**config.mk**
```make
export PLATFORM = sky130hd
export DESIGN_NAME = prog_ctr
export DESIGN_NICKNAME = d
export VERILOG_FILES = /design/src/rtl/prog_ctr.sv
export SDC_FILE = /design/constraint.sdc
export NUM_CORES = 1
export LEC_CHECK = 0
export BUFFER_PORTS_ARGS = -buffer_cell sky130_fd_sc_hd__buf_2
export CAP_MARGIN = 40
export CORE_ASPECT_RATIO = 1.25
export CORE_MARGIN = 3
export CORE_UTILIZATION = 52
export DETAILED_ROUTE_END_ITERATION = 8
export GPL_TIMING_DRIVEN = 0
export HOLD_SLACK_MARGIN = 0.15
export PLACE_DENSITY_LB_ADDON = 0.25
export SYNTH_ARGS = -nofsm -noshare
export SYNTH_HDL_FRONTEND = slang
export SYNTH_SLANG_ARGS = --single-unit
```
**constraint.sdc**
```tcl
create_clock -name Clk -period 4.9 [get_ports Clk]
set_input_delay 0.735 -clock Clk [delete_from_list [all_inputs] [get_ports Clk]]
set_output_delay 0.735 -clock Clk [all_outputs]
set_load 0.01 [all_outputs]
```
**src/rtl/prog_ctr.sv**
```systemverilog
// Fetch-stage program counter: IDLE/RUN/DONE sequencer with stall, absolute jump and relative branch.
// Optional 16-bit saturating run-cycle counter enabled by defining PRGCTR_CYCLE_CNT_EN.
module prog_ctr #(
    parameter int D  = 12,
    parameter int OW = 8
) (
    input  logic                 Clk,
    input  logic                 Reset,
    input  logic                 Start,
    input  logic                 Halt,
    input  logic                 Stall,
    input  logic                 Jump,
    input  logic [D-1:0]         Target,
    input  logic                 BranchRel,
    input  logic signed [OW-1:0] Offset,
    output logic [D-1:0]         PrgCtr,
    output logic                 Running,
    output logic                 Done
`ifdef PRGCTR_CYCLE_CNT_EN
    ,
    output logic [15:0]          CycleCnt
`endif
);

    typedef enum logic [1:0] {
        IDLE = 2'd0,
        RUN  = 2'd1,
        DONE = 2'd2
    } state_t;

    state_t       state_q;
    state_t       state_d;
    logic [D-1:0] pc_d;

    // Sign-extend the offset to PC width; the add then wraps modulo 2**D in both directions.
    function automatic logic [D-1:0] rel_target(input logic [D-1:0] pc,
                                                input logic signed [OW-1:0] off);
        logic signed [D-1:0] ext;
        ext = off;
        return pc + ext;
    endfunction

    always_ff @(posedge Clk or negedge Reset) begin
        if (!Reset) begin
            state_q <= IDLE;
            PrgCtr  <= '0;
        end else begin
            state_q <= state_d;
            PrgCtr  <= pc_d;
        end
    end

    always_comb begin
        state_d = state_q;
        pc_d    = PrgCtr;
        case (state_q)
            IDLE: begin
                pc_d = '0;
                if (Start) state_d = RUN;
            end
            RUN: begin
                if (Start)          pc_d = '0;
                else if (Halt)      state_d = DONE;
                else if (Stall)     pc_d = PrgCtr;
                else if (Jump)      pc_d = Target;
                else if (BranchRel) pc_d = rel_target(PrgCtr, Offset);
                else                pc_d = PrgCtr + 1'b1;
            end
            DONE: begin
                if (Start) begin
                    state_d = RUN;
                    pc_d    = '0;
                end
            end
            default: begin
                state_d = IDLE;
                pc_d    = '0;
            end
        endcase
    end

    assign Running = (state_q == RUN);
    assign Done    = (state_q == DONE);

`ifdef PRGCTR_CYCLE_CNT_EN
    function automatic logic [15:0] sat_inc(input logic [15:0] v);
        return (v == 16'hFFFF) ? v : v + 16'd1;
    endfunction

    // Counts every RUN cycle, stalled ones included; freezes in IDLE/DONE for readout.
    always_ff @(posedge Clk or negedge Reset) begin
        if (!Reset)                CycleCnt <= '0;
        else if (Start)            CycleCnt <= '0;
        else if (state_q == RUN)   CycleCnt <= sat_inc(CycleCnt);
    end
`endif

endmodule

```
# Yosys cells after proc, flatten, opt, wreduce, memory -nomap -nowiden
# Index checks and enable logic that the tools add are counted.
[op_classes]
addsub = 2
n_eq_ne = 8
n_mux = 11
n_reduce_logical = 4
[op_table]
columns = ["op", "count"]
rows = [
  ["$mux 12", 6],
  ["$pmux 12 s2", 1],
  ["$add 12x1->12 const B", 1],
  ["$add 12x12->12", 1],
  ["$mux 2", 3],
  ["$ne 2x2->1 const B", 3],
  ["$ne 3x3->1 const B", 2],
  ["$reduce_and 3->1", 2],
  ["$pmux 2 s2", 1],
  ["$eq 2x1->1 const B", 1],
  ["$eq 2x2->1 const B", 1],
  ["$logic_not 2->1", 1],
  ["$ne 2x1->1 const B", 1],
  ["$reduce_or 2->1", 1],
]
[totals]
reg_bits = 14
out_inout_bits = 14
elab_cells = 27

# Longest topological paths before layout
[logic_depth]
depth_word = 7
depth_mapped = 10
ltp_nobuf = 10

# Worst setup path after synthesis
# OpenSTA, ideal clock, no wires.
[synth_timing]
kind = "input to register"
from = "in BranchRel"
to = "reg PrgCtr[10]"
setup_ps = 130
arrival_time_ps = 2377
required_time_ps = 4770
setup_slack_ps = 2392
cell_stages = 10
n_path_buf = 0
cell_sequence = "or2b_1 > ha_1 > inv_1 > fa_1 > nor2b_1 > o31ai_1 > a21oi_1 > mux2i_1 > xnor2_1 > o21ai_0"
[synth_via]
elab_chain_cells = 6
[synth_lines]
columns = ["element", "line", "rtl"]
rows = [
  ["from (decl)", "14", "input logic BranchRel,"],
  ["$mux 12", "66", "else if (BranchRel) pc_d = rel_target(PrgCtr, Offset);"],
  ["$mux 12", "65", "else if (Jump) pc_d = Target;"],
  ["$mux 12", "64", "else if (Stall) pc_d = PrgCtr;"],
  ["$mux 12", "63", "else if (Halt) state_d = DONE;"],
  ["$mux 12", "62", "if (Start) pc_d = '0;"],
  ["$pmux 12 s2", "56", "case (state_q)"],
  ["to (signal assigned)", "49", "PrgCtr <= pc_d;"],
  ["to (decl)", "16", "output logic [D-1:0] PrgCtr,"],
]
# Every way passes these cells. The select of a mux whose other input is x is not followed.
# A chain may end at the register's enable or synchronous reset.

# Worst setup path in the final report
[layout_timing]
from = "in BranchRel"
to = "reg PrgCtr[8]"
# Same word-level chain as after synthesis.

==> metrics <==
Post-synth EDFFs=0; count of cell types in the netlist=40; buffer depth of the longest clock path=2; boundary pin count=41; Total Negative Setup Slacks=0 ns; area of combinational cells with multiple inputs=738 um^2; cell count of the worst reg-to-reg path=9; synthesis-stage register bit count=14; routed wire length=2.84 mm; area of the mapped netlist=1120 um^2; first-iteration detailed-routing DRC count=43; unrepaired setup endpoints after global routing=no; final antenna diode count=0; later-pin clock latency in the skew report=0.27 ns; area leader, netlist=sky130_fd_sc_hd__dfrtp_1; count of vias placed by the detailed router=1121; clock tree from TritonCTS=built; max capacitance violation total=0; Final Util=0.682; Hold/Removal Path Class=input port to asynchronous set/reset pin; final estimated routing congestion in global placement=0.859; placed inst area=1340 um^2; Worst-Margin Slew=0.697 ns; number of max-slew violations in the final report=0; launch point of the critical path=BranchRel; post-CTS setup-driven buffer insertion count=0; post-synth net total=165; FF-to-FF End=PrgCtr[8]; # H-tree levels=1; Die X-Extent=47.5 um; Hold Slack=0.353 ns; highest fanout seen on the critical path=8; setup slack on the worst flop-to-flop path=2.57 ns; final clock skew=0.00339 ns; CP required=5.05 ns; number of rows created at floorplan=18; number of resized instances in the post-cts repair step=0; clock slew at the register clock pins of the worst setup and hold paths=0.08 ns; number of hold-slack violations in the final timing report=0; overall die area=2750 um^2; layout cells sized above 1=0.283; number of search-and-repair iterations in the first detailed-routing pass=4; min setup slack post-route=2.19 ns; via count normalized by instance count=5.81; nets@finish=210; number of buffers inserted during clock tree synthesis=3; leading cell types by total area after synthesis=sky130_fd_sc_hd__dfrtp_1, sky130_fd_sc_hd__ha_1, sky130_fd_sc_hd__mux2i_1, sky130_fd_sc_hd__o21ai_0, sky130_fd_sc_hd__nand2_1; Max Freq=369 MHz; cell leakage power=0.726 nW; layout overhead on the synthesized area=22.1%; final routed DRC violation total=0; floorplan core area=2000 um^2; number of placed instances with taps included=190; worst setup slack before clock tree synthesis=1.89 ns; proportion of synthesized flip-flops having asynchronous set or reset=1.00; post-route standard cell area excluding fillers=1370 um^2; DIE HEIGHT=57.9 um; status=finished clean; sort of element at the end of the critical path=flip-flop; number of warning messages in the yosys log=0; Avg Synthesized Cell Area=8.60 um^2; Setup CP Type=input port to flip-flop; total area of sequential cells=350 um^2; area fraction of the dominant cell type after synthesis=0.313; number of setup violations in the final report=0; GRT Residual Overflow=0; Final Non-Filler Cells=193; initial standard-cell utilization of the core=0.558; count of nets left with antenna violations after detail routing=0; sum of net half-perimeters after detailed placement=2.26 mm; Sinks on Clock Net=14; IO Port Bufs=40; initial antenna violation count=0; worst-case headroom to the max-slew limit=0.531; clk root buf=sky130_fd_sc_hd__clkbuf_4; sequential element share of the synthesized area=0.313; launch point of the worst reg-to-reg path=PrgCtr[0]; DR WL/cell=14.7 um; first-pass GRT wire length=4.68 mm; number of inserted filler cells in the final layout=168; power per unit of standard cell area=187 nW/um^2; via count of the first global-routing pass=1128; Worst IR Drop VDD=0.148 mV; number of standard cells after synthesis=130; Total Power=0.255 mW; Final Critical Period=2.71 ns; CP Launch Type=input port; maximum number of pins on one net before global-route repair=15; dominant synthesized flop cell=sky130_fd_sc_hd__dfrtp_1; CTS Hold Bufs=0; global-route usage over all layers=0.229; WP data arrival=2.87 ns; period utilization=0.553
[worst max-delay path: stages]
cell and delay, ns:
sky130_fd_sc_hd__buf_2 0.15, sky130_fd_sc_hd__or2b_1 0.16, sky130_fd_sc_hd__ha_1 0.18, sky130_fd_sc_hd__inv_1 0.06
sky130_fd_sc_hd__fa_1 0.38, sky130_fd_sc_hd__nor2b_1 0.21, sky130_fd_sc_hd__o31ai_1 0.15, sky130_fd_sc_hd__a21oi_1 0.30
sky130_fd_sc_hd__mux2i_1 0.30, sky130_fd_sc_hd__xnor2_1 0.14, sky130_fd_sc_hd__o21ai_0 0.09
[synth_stat cells, drive strengths merged, types with 2 or more instances]
library cell and number:
clkbuf 2, a22oi 3, o21ai 11, a32oi 3, nor3 4, dfrtp 14
nand2 13, xnor2 3, ha 7, mux2i 6, nand2b 3, a21oi 10
inv 6, xor2 3, and2 6, or2 2, nor2 9, and3 3
nor2b 2, a31oi 2
[worst max path at each step]
stage / endpoint / slack [ns] / depth (start not counted)
2_1_floorplan: PrgCtr[10] / 2.39 / 10
3_3_place_gp: PrgCtr[8] / 1.96 / 11
3_5_place_dp: PrgCtr[8] / 1.89 / 11
4_1_cts: PrgCtr[8] / 2.17 / 11
5_1_grt: PrgCtr[8] / 2.01 / 11
6_report: PrgCtr[8] / 2.19 / 11
[area by class of cell]
type                            count  share of cell area
Clock buffer                        3              0.0165
Inverter                            6              0.0165
Timing Repair Buffer               40               0.147
Buffer                              2             0.00549
Sequential cell                    14               0.256
Multi-Input combinational cell    108               0.540
Tap cell                           20              0.0183
[flip-flops by register name, summed over array words and instances (netlist names)]
signal   count
PrgCtr      12
state_q      2
[where the power goes]
part | leakage [nW] | switching, mW | internal, mW
clock network | 0.0138 | 0.0362 | 0.0284
logic | 0.521 | 0.0363 | 0.0299
registers | 0.191 | 0.00437 | 0.120
total | 0.726 | 0.0769 | 0.178
[cells in the final DEF (no fill, tap or decap), types with 4 or more instances in the layout]
cell type,Yosys,routed
sky130_fd_sc_hd__buf_2,0,40
sky130_fd_sc_hd__dfrtp_1,14,14
sky130_fd_sc_hd__nand2_1,13,13
sky130_fd_sc_hd__o21ai_0,11,11
sky130_fd_sc_hd__a21oi_1,9,9
sky130_fd_sc_hd__nor2_1,9,9
sky130_fd_sc_hd__ha_1,7,7
sky130_fd_sc_hd__inv_1,6,6
sky130_fd_sc_hd__and2_1,6,6
sky130_fd_sc_hd__mux2i_1,6,6
sky130_fd_sc_hd__nor3_1,4,4
[cell families after synthesis]
logic type,count (synthesis),share of synthesized area
AND/OR/NAND/NOR,49,0.227
AO/OA/AOI/OAI,39,0.229
flip-flops,14,0.313
buffers and inverters,8,0.0268
adder cells (fa/ha/maj),8,0.0962
XOR/XNOR,6,0.0537
multiplexers,6,0.0537
[metal layers]
layer | part of all wire | wire length [um] | global-route usage | vias up
li1 | - | - | - | 561
met1 | 0.43 | 1220 | 0.284 | 523
met2 | 0.51 | 1450 | 0.410 | 33
met3 | 0.051 | 145 | 0.0186 | 4
met4 | 0.0074 | 21 | 0.0553 | 0
met5 | 0 | 0 | 0 | -
Power figures use the tool's default switching activity.
